$ cat config.mk
export PLATFORM = sky130hd
export DESIGN_NAME = comparator_pipelined
export DESIGN_NICKNAME = d
export VERILOG_FILES = /design/src/rtl/comparator_pipelined.sv
export SDC_FILE = /design/constraint.sdc
export NUM_CORES = 1
export LEC_CHECK = 0
export ABC_AREA = 1
export CAP_MARGIN = 20
export CORE_AREA = 10 10 126 128
export CTS_CLUSTER_DIAMETER = 40
export CTS_CLUSTER_SIZE = 30
export DETAILED_ROUTE_END_ITERATION = 10
export DIE_AREA = 0 0 136 138
export PLACE_DENSITY = 0.71
export SLEW_MARGIN = 15
export SYNTH_ARGS = -nofsm -noshare
export SYNTH_HDL_FRONTEND = slang
export SYNTH_SLANG_ARGS = --single-unit
$ cat constraint.sdc
create_clock -name clk -period 3.72 [get_ports clk]
set_input_delay 0.372 -clock clk [delete_from_list [all_inputs] [get_ports clk]]
set_output_delay 0.372 -clock clk [all_outputs]
set_load 0.005 [all_outputs]
$ cat src/rtl/comparator_pipelined.sv
`timescale 1ns/1ps
// -----------------------------------------------------------------------------
// comparator_pipelined
//
// Pipelined magnitude comparator used for age/tag ordering. Two WIDTH-bit
// operands are compared CHUNK bits per stage, most significant slice first.
// The first slice that differs decides the result, and the decision then
// rides down the pipe unchanged. A valid/ready handshake, an opaque tag and
// a global enable stall are carried alongside each operation.
//
// Ports:
//   clk          rising-edge clock
//   rst_n        asynchronous active-low reset
//   enable       1 = pipeline runs, 0 = everything frozen and outputs masked
//   in_valid     operands presented
//   in_ready     stage 0 can take an operation this cycle
//   in1, in2     operands
//   signed_mode  1 = two's-complement compare, 0 = unsigned
//   in_tag       tag travelling with the operation
//   out_valid    result available
//   out_ready    consumer accepts the result
//   in1_greater  in1 > in2
//   in2_greater  in2 > in1
//   equal        in1 == in2
//   out_tag      tag of the presented result
// -----------------------------------------------------------------------------
module comparator_pipelined #(
    parameter int WIDTH = 32,
    parameter int CHUNK = 8,
    parameter int TAG_W = 4
) (
    input  logic             clk,
    input  logic             rst_n,
    input  logic             enable,
    input  logic             in_valid,
    output logic             in_ready,
    input  logic [WIDTH-1:0] in1,
    input  logic [WIDTH-1:0] in2,
    input  logic             signed_mode,
    input  logic [TAG_W-1:0] in_tag,
    output logic             out_valid,
    input  logic             out_ready,
    output logic             in1_greater,
    output logic             in2_greater,
    output logic             equal,
    output logic [TAG_W-1:0] out_tag
);

    localparam int STAGES = WIDTH / CHUNK;

    // Decision carried down the pipe. Once decided, gt/lt never change.
    typedef struct packed {
        logic decided;
        logic gt;
        logic lt;
    } dec_t;

    // One compare step: an undecided state is resolved by the first slice
    // pair that differs; equal slices leave it undecided.
    function automatic dec_t step(input dec_t s,
                                  input logic [CHUNK-1:0] a,
                                  input logic [CHUNK-1:0] b);
        dec_t r;
        // NOTE: r gets a full default before any branch so every path assigns it.
        r = s;
        if (!s.decided) begin
            if (a > b) begin
                r = '{decided: 1'b1, gt: 1'b1, lt: 1'b0};
            end else if (a < b) begin
                r = '{decided: 1'b1, gt: 1'b0, lt: 1'b1};
            end
        end
        return r;
    endfunction

    // Stage registers.
    logic [STAGES-1:0] valid_q;
    dec_t              dec_q [STAGES];
    logic [TAG_W-1:0]  tag_q [STAGES];
    // Operands are kept left-aligned: the slice still to be compared by the
    // next stage always sits in the top CHUNK bits.
    logic [WIDTH-1:0]  op1_q [STAGES];
    logic [WIDTH-1:0]  op2_q [STAGES];

    // Source of each stage (input port for stage 0, previous stage otherwise)
    // and the resulting next-state values.
    logic              src_valid [STAGES];
    dec_t              src_dec   [STAGES];
    logic [TAG_W-1:0]  src_tag   [STAGES];
    logic [WIDTH-1:0]  src_op1   [STAGES];
    logic [WIDTH-1:0]  src_op2   [STAGES];
    dec_t              dec_d     [STAGES];
    logic [WIDTH-1:0]  op1_d     [STAGES];
    logic [WIDTH-1:0]  op2_d     [STAGES];

    // load[k]: stage k takes whatever its source holds (entry or bubble).
    // A stage loads when it is empty or its content moves on, so bubbles
    // collapse and a full pipe drains with pass-through ready.
    logic [STAGES-1:0] load;

    assign load[STAGES-1] = !valid_q[STAGES-1] | out_ready;
    for (genvar k = 0; k < STAGES-1; k++) begin : g_load
        assign load[k] = !valid_q[k] | load[k+1];
    end

    for (genvar k = 0; k < STAGES; k++) begin : g_stage
        if (k == 0) begin : g_head
            // Flipping the sign bit of both operands maps two's-complement
            // order onto unsigned order, so only the top slice needs it and
            // signed_mode is consumed here at acceptance.
            assign src_valid[k] = in_valid;
            assign src_dec[k]   = '0;
            assign src_tag[k]   = in_tag;
            assign src_op1[k]   = {in1[WIDTH-1] ^ signed_mode, in1[WIDTH-2:0]};
            assign src_op2[k]   = {in2[WIDTH-1] ^ signed_mode, in2[WIDTH-2:0]};
        end else begin : g_body
            assign src_valid[k] = valid_q[k-1];
            assign src_dec[k]   = dec_q[k-1];
            assign src_tag[k]   = tag_q[k-1];
            assign src_op1[k]   = op1_q[k-1];
            assign src_op2[k]   = op2_q[k-1];
        end

        assign dec_d[k] = step(src_dec[k],
                               src_op1[k][WIDTH-1 -: CHUNK],
                               src_op2[k][WIDTH-1 -: CHUNK]);
        assign op1_d[k] = src_op1[k] << CHUNK;
        assign op2_d[k] = src_op2[k] << CHUNK;
    end

    always_ff @(posedge clk or negedge rst_n) begin
        if (!rst_n) begin
            valid_q <= '0;
            for (int k = 0; k < STAGES; k++) begin
                dec_q[k] <= '0;
                tag_q[k] <= '0;
                op1_q[k] <= '0;
                op2_q[k] <= '0;
            end
        end else if (enable) begin
            for (int k = 0; k < STAGES; k++) begin
                if (load[k]) begin
                    // NOTE: non-blocking so every stage sees its source's pre-edge value.
                    valid_q[k] <= src_valid[k];
                    // Payload only moves with a real entry; bubbles leave it alone.
                    if (src_valid[k]) begin
                        dec_q[k] <= dec_d[k];
                        tag_q[k] <= src_tag[k];
                        op1_q[k] <= op1_d[k];
                        op2_q[k] <= op2_d[k];
                    end
                end
            end
        end
    end

    // Outputs come straight from the last stage, masked by enable/valid.
    assign in_ready    = enable & load[0];
    assign out_valid   = enable & valid_q[STAGES-1];
    assign in1_greater = out_valid & dec_q[STAGES-1].gt;
    assign in2_greater = out_valid & dec_q[STAGES-1].lt;
    assign equal       = out_valid & !dec_q[STAGES-1].gt & !dec_q[STAGES-1].lt;
    assign out_tag     = out_valid ? tag_q[STAGES-1] : '0;

endmodule

==> run_summary.xml, run 1 <==
<?xml version="1.0" encoding="UTF-8"?>
<metrics>
  <group name="run_status">
    <metric name="outcome" unit="">finished clean</metric>
  </group>
  <group name="synthesis">
    <metric name="synth_top_area_cell" unit="">sky130_fd_sc_hd__dfrtp_1</metric>
    <metric name="yosys_most_used_dff" unit="">sky130_fd_sc_hd__dfrtp_1</metric>
    <metric name="share_of_the_yosys_chip_area_belonging_to_registers" unit="%">54.7</metric>
    <metric name="synth_cell_types" unit="">24</metric>
    <metric name="synth_edf_count" unit="">0</metric>
    <metric name="post-synth-top-area-fraction" unit="%">54.7</metric>
    <metric name="ys_seq_elements" unit="">127</metric>
    <metric name="yosys_warnings" unit="">0</metric>
    <metric name="synthMostInstantiatedCell" unit="">sky130_fd_sc_hd__nand2_1</metric>
    <metric name="synth.top_cells.by_area" unit="">sky130_fd_sc_hd__dfrtp_1 (55%), sky130_fd_sc_hd__nand2_1 (14%), sky130_fd_sc_hd__ha_1 (6.9%)</metric>
    <metric name="synth_common_cells" unit="">sky130_fd_sc_hd__nand2_1 (223), sky130_fd_sc_hd__dfrtp_1 (127), sky130_fd_sc_hd__inv_1 (101)</metric>
    <metric name="mappedNetlistArea" unit="sq um">5810</metric>
    <metric name="netlist_instances" unit="">671</metric>
    <metric name="synth_area_per_cell" unit="sq um">8.65</metric>
    <metric name="ffs_w_async_s_r_synth" unit="%">100</metric>
    <metric name="synth_fp_nets" unit="">777</metric>
  </group>
  <group name="routing">
    <metric name="via_count" unit="">4257</metric>
    <metric name="final_antenna_net_count" unit="">0</metric>
    <metric name="drc_violation_count_after_routing" unit="">0</metric>
    <metric name="routed_wirelength" unit="um">11600</metric>
    <metric name="drt_iter0_markers" unit="">356</metric>
    <metric name="route.detailed.vias_per_inst" unit="">4.50</metric>
    <metric name="drt_pass1_iterations" unit="">4</metric>
    <metric name="wl_per_cell" unit="um">12.3</metric>
  </group>
  <group name="place">
    <metric name="hpwl" unit="um">8150</metric>
    <metric name="preCtsSetupSlack" unit="ns">1.41</metric>
    <metric name="gpl.final_weighted_congestion" unit="">0.742</metric>
    <metric name="io_buffers" unit="">82</metric>
  </group>
  <group name="sta">
    <metric name="timing.max_slew.rel_slack" unit="%">39.5</metric>
    <metric name="worst_pin_slew" unit="ns">0.907</metric>
    <metric name="setup_violations" unit="">0</metric>
    <metric name="timing.final.max_slew_violations" unit="">0</metric>
    <metric name="worst_case_clock_skew" unit="ns">0.00542</metric>
    <metric name="period_needed" unit="ns">2.23</metric>
    <metric name="setup_repair_after_global_routing_missed_its_margin" unit="">no</metric>
    <metric name="min_period_over_period" unit="%">59.9</metric>
    <metric name="maxClockFrequency" unit="MHz">449</metric>
    <metric name="finalHoldViolCount" unit="">0</metric>
    <metric name="setup_ws" unit="ns">1.49</metric>
    <metric name="final.setup.tns" unit="ns">0</metric>
    <metric name="fin_worst_hold_slack" unit="ns">0.0929</metric>
  </group>
  <group name="floorplan">
    <metric name="total_die_area" unit="sq um">18800</metric>
    <metric name="dieHeight" unit="um">138</metric>
    <metric name="chipWidth" unit="um">136</metric>
    <metric name="initial_core_util" unit="%">43.0</metric>
    <metric name="core_area" unit="sq um">13500</metric>
    <metric name="placement_rows" unit="">43</metric>
    <metric name="top_level_i_o_count" unit="">83</metric>
  </group>
  <group name="cells_and_area">
    <metric name="layout.filler_cells" unit="">1215</metric>
    <metric name="final_nets" unit="">859</metric>
    <metric name="synthesis_to_layout_area_growth" unit="%">26.1</metric>
    <metric name="layout_cells_sized_above_1" unit="%">5.62</metric>
    <metric name="num_antenna_cells" unit="">0</metric>
  </group>
  <group name="clock_tree">
    <metric name="clock_path_buffers" unit="">2</metric>
    <metric name="cts.clk_slew.worst_paths" unit="ns">0.05</metric>
    <metric name="cts_tree" unit="">built</metric>
    <metric name="hold_buffers" unit="">0</metric>
    <metric name="cts_htree_levels" unit="">4</metric>
    <metric name="cts_repair_resize_count" unit="">0</metric>
    <metric name="worst_skew_pair.late_latency" unit="ns">0.41</metric>
    <metric name="numCtsBuffers" unit="">17</metric>
    <metric name="cts_setup_buffers" unit="">0</metric>
    <metric name="numClockSinks" unit="">127</metric>
    <metric name="clock_tree.root_cell" unit="">sky130_fd_sc_hd__clkbuf_16</metric>
  </group>
  <group name="grt">
    <metric name="via_count_of_the_first_global_routing_pass" unit="">4457</metric>
    <metric name="grt_antenna_before_repair" unit="">0</metric>
    <metric name="overflow" unit="">0</metric>
    <metric name="grt_pass1_wl" unit="um">20400</metric>
    <metric name="grt_util_all_layers" unit="%">13.1</metric>
    <metric name="grt_start_max_net_pins" unit="">73</metric>
  </group>
  <group name="min_path">
    <metric name="hold_class" unit="">primary input to async pin</metric>
  </group>
  <group name="setup_path">
    <metric name="critPathLaunchType" unit="">primary input</metric>
    <metric name="required" unit="ns">3.35</metric>
    <metric name="reg2reg_slack" unit="ns">1.82</metric>
    <metric name="reg2reg_to" unit="">op1_q[89]</metric>
    <metric name="crit_type" unit="">primary input to primary output</metric>
    <metric name="path_common_cell" unit="">sky130_fd_sc_hd__clkdlybuf4s50_1</metric>
    <metric name="path_cells" unit="">clkdlybuf4s50_1 -&gt; nand2_1 -&gt; nor3_1 -&gt; clkdlybuf4s50_1</metric>
    <metric name="r2r.worst_path.cells" unit="">5</metric>
    <metric name="r2r-start" unit="">valid_q[3]</metric>
    <metric name="crit_arrival" unit="ns">1.86</metric>
    <metric name="slowest_stage" unit="">sky130_fd_sc_hd__clkdlybuf4s50_1</metric>
    <metric name="worst_path_max_stage_delay" unit="ns">0.56</metric>
    <metric name="critical_path_capture_point_type" unit="">primary output</metric>
    <metric name="timing.critical_path.fanout_max" unit="">8</metric>
  </group>
  <group name="power">
    <metric name="peakVddDrop" unit="mV">0.278</metric>
    <metric name="power_leakage" unit="nW">3.67</metric>
    <metric name="powerDensity" unit="nW/um^2">579</metric>
  </group>
  <group name="run">
    <metric name="max-cap-violations" unit="">0</metric>
  </group>
</metrics>
-- flip-flops by register name, summed over array words and instances, names as in the netlist --
signal and count:
valid_q 4, dec_q 11, tag_q 4, op1_d 24, op1_q 24, op2_d 24
op2_q 24, src_tag 12
-- cells by family (layout without fill, tap and decap cells) --
| family | Yosys count | after routing | synth area share (%) |
|---|---|---|---|
| buffers and inverters | 126 | 220 | 9.46 |
| AO/OA/AOI/OAI | 120 | 120 | 10.8 |
| XOR/XNOR | 2 | 2 | 0.302 |
| AND/OR/NAND/NOR | 264 | 264 | 17.8 |
| flip-flops | 127 | 127 | 54.7 |
| adder cells (fa/ha/maj) | 32 | 32 | 6.89 |
-- area by class of cell --
| type | instances | area (sq um) | share of cell area (%) |
|---|---|---|---|
| flip-flops and latches | 127 | 3180 | 43.4 |
| multi-input cells | 418 | 2080 | 28.4 |
| clock inverters | 6 | 80.1 | 1.09 |
| inverters | 102 | 383 | 5.23 |
| clock buffers | 25 | 505 | 6.91 |
| well taps | 180 | 225 | 3.08 |
| repair buffers | 87 | 868 | 11.9 |
-- layout by cell type (no fill, tap or decap) --
master / Yosys / routed
sky130_fd_sc_hd__clkinv_2: 0 / 4
sky130_fd_sc_hd__clkbuf_1: 3 / 3
sky130_fd_sc_hd__inv_1: 101 / 101
sky130_fd_sc_hd__o21ai_2: 4 / 4
sky130_fd_sc_hd__a21o_1: 2 / 2
sky130_fd_sc_hd__nand3_1: 5 / 5
sky130_fd_sc_hd__buf_12: 0 / 1
sky130_fd_sc_hd__bufinv_16: 0 / 2
sky130_fd_sc_hd__nor2_1: 29 / 29
sky130_fd_sc_hd__buf_4: 5 / 5
sky130_fd_sc_hd__clkdlybuf4s50_1: 0 / 81
sky130_fd_sc_hd__nor3_1: 3 / 3
sky130_fd_sc_hd__ha_1: 32 / 32
sky130_fd_sc_hd__a22oi_1: 1 / 1
sky130_fd_sc_hd__xor2_1: 1 / 1
sky130_fd_sc_hd__nand2_2: 1 / 1
sky130_fd_sc_hd__nand4_4: 1 / 1
sky130_fd_sc_hd__xnor2_1: 1 / 1
sky130_fd_sc_hd__nand2_1: 223 / 223
sky130_fd_sc_hd__o21ai_1: 17 / 17
sky130_fd_sc_hd__inv_2: 1 / 1
sky130_fd_sc_hd__dfrtp_1: 127 / 127
sky130_fd_sc_hd__o21ai_0: 76 / 76
sky130_fd_sc_hd__nor2_4: 2 / 2
sky130_fd_sc_hd__a21oi_1: 19 / 19
sky130_fd_sc_hd__o21bai_1: 1 / 1
sky130_fd_sc_hd__clkbuf_8: 0 / 5
sky130_fd_sc_hd__clkbuf_16: 0 / 17
-- per-layer routing --
metal / wire length (um) / GRT usage, %
met1: 5540 / 17.2
met2: 5580 / 20.3
met3: 405 / 3.66
met4: 103 / 4.32
met5: 0 / 0
-- critical path, delay by kind of cell --
family	cells	cell delay [ns]
buf+inv	2	1.09
simple gates	2	0.39
-- power breakdown --
| part | internal (mW) | switching [mW] | leakage [nW] |
|---|---|---|---|
| registers | 1.67 | 0.142 | 1.58 |
| logic | 0.348 | 0.457 | 1.80 |
| clock network | 1.07 | 0.550 | 0.293 |
-- metrics by stage --
stage	cells	util (%)	area, sq um	power, mW
floorplan	671	-	5810	2.36
detailed placement	914	49.9	6730	2.64
global placement	914	49.9	6730	2.61
finish	945	54.2	7320	4.24
global route	945	54.2	7320	4.53
CTS	945	54.2	7320	4.29
-- how the worst max path moves through the flow --
stage           startpoint         to  slack, ns  depth (start not counted)
2_1_floorplan  signed_mode  dec_q[10]       2.35                          8
3_3_place_gp     out_ready  op2_d[57]       1.47                          6
3_5_place_dp     out_ready  op2_q[88]       1.41                          6
4_1_cts             enable      equal       1.45                          4
5_1_grt             enable      equal       1.35                          4
6_report            enable      equal       1.49                          4
No activity file was read; power rests on OpenSTA's default activity.
==> run 2: changes to the inputs <==
==> constraint.sdc (replaced) <==
create_clock -name clk -period 2.35 [get_ports clk]
set_input_delay 0.235 -clock clk [delete_from_list [all_inputs] [get_ports clk]]
set_output_delay 0.235 -clock clk [all_outputs]
set_load 0.005 [all_outputs]
==> run 2 against run 1 <==
Against the previous run: routed wire length shrank 1.1%; clock skew is essentially flat; final cell count is 0.95% higher; largest cell class unchanged.
==> run_summary.xml, run 2 (same netlist as run 1, synthesis figures left out) <==
<?xml version="1.0" encoding="UTF-8"?>
<metrics>
  <group name="run_status">
    <metric name="outcome" unit="">finished clean</metric>
  </group>
  <group name="cells_and_area">
    <metric name="layout_cells_sized_above_1" unit="%">6.85</metric>
    <metric name="final_common_cell" unit="">sky130_fd_sc_hd__nand2_1</metric>
    <metric name="fin_util" unit="%">55.3</metric>
    <metric name="num_antenna_cells" unit="">0</metric>
    <metric name="final_nets" unit="">867</metric>
    <metric name="mostFrequentLayoutCells" unit="">sky130_fd_sc_hd__nand2_1 (223), sky130_fd_sc_hd__dfrtp_1 (127), sky130_fd_sc_hd__inv_1 (101)</metric>
    <metric name="synthesis_to_layout_area_growth" unit="%">28.5</metric>
  </group>
  <group name="min_path">
    <metric name="worst_hold_startpoint" unit="">in1[18]</metric>
    <metric name="hold_class" unit="">primary input to flop</metric>
  </group>
  <group name="routing">
    <metric name="route.detailed.vias_per_inst" unit="">4.54</metric>
    <metric name="drt_iter0_markers" unit="">244</metric>
    <metric name="drc_violation_count_after_routing" unit="">0</metric>
    <metric name="routed_wirelength" unit="um">11500</metric>
    <metric name="drt_pass1_iterations" unit="">4</metric>
    <metric name="final_antenna_net_count" unit="">0</metric>
    <metric name="wl_per_cell" unit="um">12.1</metric>
    <metric name="via_count" unit="">4331</metric>
  </group>
  <group name="place">
    <metric name="hpwl" unit="um">8010</metric>
    <metric name="io_buffers" unit="">82</metric>
    <metric name="gpl.final_weighted_congestion" unit="">0.744</metric>
  </group>
  <group name="clock_tree">
    <metric name="clock_path_buffers" unit="">2</metric>
    <metric name="cts_setup_buffers" unit="">0</metric>
    <metric name="cts.clk_slew.worst_paths" unit="ns">0.05</metric>
    <metric name="worst_skew_pair.late_latency" unit="ns">0.41</metric>
    <metric name="hold_buffers" unit="">1</metric>
    <metric name="cts_tree" unit="">built</metric>
    <metric name="numCtsBuffers" unit="">17</metric>
    <metric name="clock_tree.root_cell" unit="">sky130_fd_sc_hd__clkbuf_16</metric>
    <metric name="cts_repair_resize_count" unit="">0</metric>
    <metric name="numClockSinks" unit="">127</metric>
    <metric name="cts_htree_levels" unit="">4</metric>
  </group>
  <group name="sta">
    <metric name="final.setup.tns" unit="ns">0</metric>
    <metric name="setup_violations" unit="">0</metric>
    <metric name="maxClockFrequency" unit="MHz">497</metric>
    <metric name="period_needed" unit="ns">2.01</metric>
    <metric name="min_period_over_period" unit="%">85.6</metric>
    <metric name="setup_repair_after_global_routing_missed_its_margin" unit="">no</metric>
    <metric name="worst_pin_slew" unit="ns">0.674</metric>
    <metric name="worst_case_clock_skew" unit="ns">0.00560</metric>
    <metric name="timing.max_slew.rel_slack" unit="%">55.0</metric>
    <metric name="finalHoldViolCount" unit="">0</metric>
    <metric name="timing.final.max_slew_violations" unit="">0</metric>
  </group>
  <group name="setup_path">
    <metric name="path_cells" unit="">nand2_1 -&gt; nor3_1 -&gt; clkdlybuf4s50_1</metric>
    <metric name="critical_path_capture_point_type" unit="">primary output</metric>
    <metric name="r2r-start" unit="">op1_q[95]</metric>
    <metric name="timing.critical_path.fanout_max" unit="">8</metric>
    <metric name="worst_path_max_stage_delay" unit="ns">0.53</metric>
    <metric name="cpLargestDelayFamily" unit="">buffers and inverters</metric>
    <metric name="crit_arrival" unit="ns">1.78</metric>
    <metric name="slowest_stage" unit="">sky130_fd_sc_hd__clkdlybuf4s50_1</metric>
    <metric name="worstPathBufferInverterCount" unit="">1</metric>
    <metric name="critPathLaunchType" unit="">flop</metric>
    <metric name="crit_start" unit="">valid_q[3]</metric>
    <metric name="crit_type" unit="">flop to primary output</metric>
    <metric name="required" unit="ns">2.12</metric>
  </group>
  <group name="floorplan">
    <metric name="core_area" unit="sq um">13500</metric>
    <metric name="initial_core_util" unit="%">43.0</metric>
    <metric name="dieHeight" unit="um">138</metric>
    <metric name="top_level_i_o_count" unit="">83</metric>
    <metric name="placement_rows" unit="">43</metric>
    <metric name="chipWidth" unit="um">136</metric>
    <metric name="total_die_area" unit="sq um">18800</metric>
  </group>
  <group name="power">
    <metric name="powerDensity" unit="nW/um^2">900</metric>
    <metric name="peakVddDrop" unit="mV">0.390</metric>
    <metric name="power_leakage" unit="nW">3.72</metric>
  </group>
  <group name="grt">
    <metric name="overflow" unit="">0</metric>
    <metric name="grt_util_all_layers" unit="%">12.7</metric>
    <metric name="grt_pass1_wl" unit="um">19800</metric>
    <metric name="grt_start_max_net_pins" unit="">128</metric>
    <metric name="grt_antenna_before_repair" unit="">0</metric>
    <metric name="via_count_of_the_first_global_routing_pass" unit="">4308</metric>
  </group>
  <group name="run">
    <metric name="max-cap-violations" unit="">0</metric>
  </group>
</metrics>
-- run 2: worst register-to-register path, stage by stage (launching register included) --
cell and delay (ns):
sky130_fd_sc_hd__dfrtp_1 0.38, sky130_fd_sc_hd__ha_1 0.31, sky130_fd_sc_hd__a21o_1 0.18, sky130_fd_sc_hd__nor2_1 0.18, sky130_fd_sc_hd__nand3_1 0.15, sky130_fd_sc_hd__nand2_1 0.11, sky130_fd_sc_hd__nand2_1 0.05
-- run 2: area by class of cell --
class | instances | area, sq um
Clock buffer | 20 | 457
Clock inverter | 12 | 135
Fill cell | 1247 | 6040
Inverter | 102 | 383
Multi-Input combinational cell | 418 | 2080
Sequential cell | 127 | 3180
Tap cell | 180 | 225
Timing Repair Buffer | 95 | 1010
-- run 2: metrics by stage --
step	power, mW	std cells	cell area, sq um	setup slack, ns	hold slack, ns
finish	6.72	954	7460	0.339	0.364
global route	7.17	954	7460	0.187	0.372
CTS	6.80	954	7460	0.297	0.352
detailed placement	4.19	921	6860	0.365	0.402
global placement	4.14	921	6860	0.396	0.399
floorplan	3.73	671	5810	1.10	-0.0606
-- run 2: final timing paths --
| check | slack [ns] | endpoint | cells past startpoint |
|---|---|---|---|
| hold / removal | 0.36 | op1_q[122] | 3 |
| setup / recovery | 0.34 | equal | 3 |
| hold reg to reg | 0.46 | op1_q[61] | 2 |
| setup reg to reg | 0.88 | dec_q[4] | 6 |
| max in group asynchronous | 1.38 | tag_q[2] | 3 |
| min in group asynchronous | 0.46 | op2_d[83] | 3 |
-- run 2: report_power, final --
part           switching (mW)  total, mW  internal, mW
registers               0.223       2.87          2.65
clock network           0.946       2.57          1.62
logic                   0.706       1.28         0.574
total                    1.87       6.72          4.84
-- run 2: routing by layer --
layer / global-route usage (%) / share of wire (%) / up-vias
met5: 0 / 0 / -
met4: 4.04 / 1.2 / 0
met3: 3.08 / 3.1 / 13
li1: - / - / 2258
met1: 16.0 / 47 / 2003
met2: 21.0 / 49 / 57
==> run 3: changes to the inputs <==
--- a/config.mk
+++ b/config.mk
@@ -12,7 +12,9 @@
 export CTS_CLUSTER_SIZE = 30
 export DETAILED_ROUTE_END_ITERATION = 10
 export DIE_AREA = 0 0 136 138
-export PLACE_DENSITY = 0.71
+export GPL_ROUTABILITY_DRIVEN = 1
+export PLACE_DENSITY = 0.74
+export RECOVER_POWER = 50
 export SLEW_MARGIN = 15
 export SYNTH_ARGS = -nofsm -noshare
 export SYNTH_HDL_FRONTEND = slang
==> constraint.sdc (replaced) <==
create_clock -name clk -period 1.8 [get_ports clk]
set_input_delay 0.18 -clock clk [delete_from_list [all_inputs] [get_ports clk]]
set_output_delay 0.18 -clock clk [all_outputs]
set_load 0.005 [all_outputs]
==> run 3 against run 2 <==
Against the previous run: cell area increased by 0.15%; first-iteration DRC count decreased by 2.0%; clock skew about the same; sequential share of layout area about the same; via count increased by 1.3%; critical path depth unchanged; global-route usage increased by 0.50 points; total power increased by 34%; sequential cell count unchanged; sequential power increased by 30%; critical path type unchanged; critical endpoint unchanged; largest cell class unchanged; largest power group unchanged.
==> run_summary.xml, run 3 (same netlist as run 1, synthesis figures left out) <==
<?xml version="1.0" encoding="UTF-8"?>
<metrics>
  <group name="setup_path">
    <metric name="crit_start" unit="">valid_q[3]</metric>
    <metric name="worst_path_max_stage_delay" unit="ns">0.52</metric>
    <metric name="timing.critical_path.fanout_max" unit="">8</metric>
    <metric name="reg2reg_slack" unit="ns">0.24</metric>
    <metric name="r2r-start" unit="">valid_q[3]</metric>
    <metric name="r2r.worst_path.cells" unit="">6</metric>
    <metric name="critPathLaunchType" unit="">flop</metric>
    <metric name="critical_path_capture_point_type" unit="">primary output</metric>
    <metric name="reg2reg_to" unit="">op1_q[126]</metric>
    <metric name="required" unit="ns">1.62</metric>
    <metric name="path_cells" unit="">nand2_2 -&gt; nor3_2 -&gt; clkdlybuf4s50_1</metric>
    <metric name="crit_arrival" unit="ns">1.52</metric>
    <metric name="crit_type" unit="">flop to primary output</metric>
    <metric name="timing.critical_path.to" unit="">equal</metric>
    <metric name="slowest_stage" unit="">sky130_fd_sc_hd__clkdlybuf4s50_1</metric>
  </group>
  <group name="routing">
    <metric name="via_count" unit="">4387</metric>
    <metric name="routed_wirelength" unit="um">11600</metric>
    <metric name="drc_violation_count_after_routing" unit="">0</metric>
    <metric name="route.detailed.vias_per_inst" unit="">4.58</metric>
    <metric name="drt_iter0_markers" unit="">239</metric>
    <metric name="final_antenna_net_count" unit="">0</metric>
    <metric name="wl_per_cell" unit="um">12.1</metric>
    <metric name="drt_pass1_iterations" unit="">4</metric>
  </group>
  <group name="floorplan">
    <metric name="top_level_i_o_count" unit="">83</metric>
    <metric name="placement_rows" unit="">43</metric>
    <metric name="dieHeight" unit="um">138</metric>
    <metric name="total_die_area" unit="sq um">18800</metric>
    <metric name="chipWidth" unit="um">136</metric>
    <metric name="initial_core_util" unit="%">43.0</metric>
    <metric name="core_area" unit="sq um">13500</metric>
  </group>
  <group name="sta">
    <metric name="worst_pin_slew" unit="ns">0.718</metric>
    <metric name="maxClockFrequency" unit="MHz">587</metric>
    <metric name="worst_case_clock_skew" unit="ns">0.00592</metric>
    <metric name="fin_worst_hold_slack" unit="ns">0.298</metric>
    <metric name="timing.max_slew.rel_slack" unit="%">52.1</metric>
    <metric name="min_period_over_period" unit="%">94.6</metric>
    <metric name="final.setup.tns" unit="ns">0</metric>
    <metric name="setup_repair_after_global_routing_missed_its_margin" unit="">no</metric>
    <metric name="period_needed" unit="ns">1.70</metric>
    <metric name="setup_violations" unit="">0</metric>
    <metric name="finalHoldViolCount" unit="">0</metric>
    <metric name="timing.final.max_slew_violations" unit="">0</metric>
  </group>
  <group name="clock_tree">
    <metric name="clock_path_buffers" unit="">2</metric>
    <metric name="cts.clk_slew.worst_paths" unit="ns">0.05</metric>
    <metric name="worst_skew_pair.late_latency" unit="ns">0.41</metric>
    <metric name="cts_tree" unit="">built</metric>
    <metric name="numCtsBuffers" unit="">17</metric>
    <metric name="cts_htree_levels" unit="">4</metric>
    <metric name="clock_tree.root_cell" unit="">sky130_fd_sc_hd__clkbuf_16</metric>
    <metric name="numClockSinks" unit="">127</metric>
  </group>
  <group name="cells_and_area">
    <metric name="final_common_cell" unit="">sky130_fd_sc_hd__nand2_1</metric>
    <metric name="mostFrequentLayoutCells" unit="">sky130_fd_sc_hd__nand2_1 (223), sky130_fd_sc_hd__dfrtp_1 (126), sky130_fd_sc_hd__inv_1 (101)</metric>
    <metric name="final_nets" unit="">869</metric>
    <metric name="synthesis_to_layout_area_growth" unit="%">28.7</metric>
    <metric name="layout_cells_sized_above_1" unit="%">7.22</metric>
  </group>
  <group name="power">
    <metric name="peakVddDrop" unit="mV">0.559</metric>
    <metric name="power_leakage" unit="nW">3.73</metric>
    <metric name="powerDensity" unit="nW/um^2">1210</metric>
  </group>
  <group name="grt">
    <metric name="grt_pass1_wl" unit="um">20300</metric>
    <metric name="overflow" unit="">0</metric>
    <metric name="grt_antenna_before_repair" unit="">1</metric>
    <metric name="grt_start_max_net_pins" unit="">52</metric>
    <metric name="grt_util_all_layers" unit="%">13.3</metric>
    <metric name="via_count_of_the_first_global_routing_pass" unit="">4378</metric>
  </group>
  <group name="run">
    <metric name="max-cap-violations" unit="">0</metric>
  </group>
  <group name="min_path">
    <metric name="hold_class" unit="">primary input to flop</metric>
  </group>
  <group name="place">
    <metric name="hpwl" unit="um">8500</metric>
    <metric name="gpl.final_weighted_congestion" unit="">0.811</metric>
    <metric name="io_buffers" unit="">82</metric>
  </group>
  <group name="run_status">
    <metric name="outcome" unit="">finished clean</metric>
  </group>
</metrics>
-- run 3: how the worst min path moves through the flow --
stage,start,endpoint,slack [ns],cells after the start
2_1_floorplan,rst_n,dec_q[0],-0.12,0
3_3_place_gp,rst_n,op2_d[84],0.15,1
3_5_place_dp,rst_n,op2_d[80],0.15,1
4_1_cts,rst_n,op2_d[83],0.25,2
5_1_grt,in1[17],op1_q[121],0.29,3
6_report,in1[17],op1_q[121],0.30,3
-- run 3: worst max-delay path, delay by kind of cell (launching register included) --
| family | cells | cell delay (ns) |
|---|---|---|
| buffers and inverters | 1 | 0.52 |
| and+or+nand+nor | 2 | 0.23 |
| DFF | 1 | 0.37 |
-- run 3: layout make-up --
class | count | area [sq um]
fillers | 1198 | 6030
flip-flops and latches | 127 | 3180
multi-input cells | 418 | 2080
repair buffers | 97 | 975
clock buffers | 18 | 439
inverters | 102 | 383
well taps | 180 | 225
clock inverters | 14 | 190
diodes | 1 | 2.50
-- run 3: power by group --
group / total [mW] / internal [mW] / switching, mW
Clock: 3.59 / 2.35 / 1.24
Combinational: 1.70 / 0.754 / 0.944
Sequential: 3.74 / 3.46 / 0.283
-- run 3: routing by layer --
layer	track usage (%)	share of wire, %	vias up
li1	-	-	2263
met1	16.4	45	2026
met2	21.1	49	77
met3	3.41	3.8	21
met4	6.28	2.4	0
met5	0	0	-
-- run 3: what timing repair did --
action | in CTS | in global routing
buffers inserted | 1 | 0
endpoints found under the hold margin | 27 | 0
resized for setup | 3 | 2
setup endpoints to repair | 9 | 2
hold buffers | 1 | 0
-- run 3: per-stage QoR --
step	cell area [sq um]	setup slack (ns)	util [%]	instances	total power, mW
CTS	7520	0.0273	55.7	956	9.15
global route	7470	0.0106	55.4	957	9.64
floorplan	5810	0.545	-	671	4.87
global placement	6870	0.0596	50.9	922	5.42
detailed placement	6870	0.0270	50.9	922	5.49
finish	7470	0.0974	55.4	957	9.03
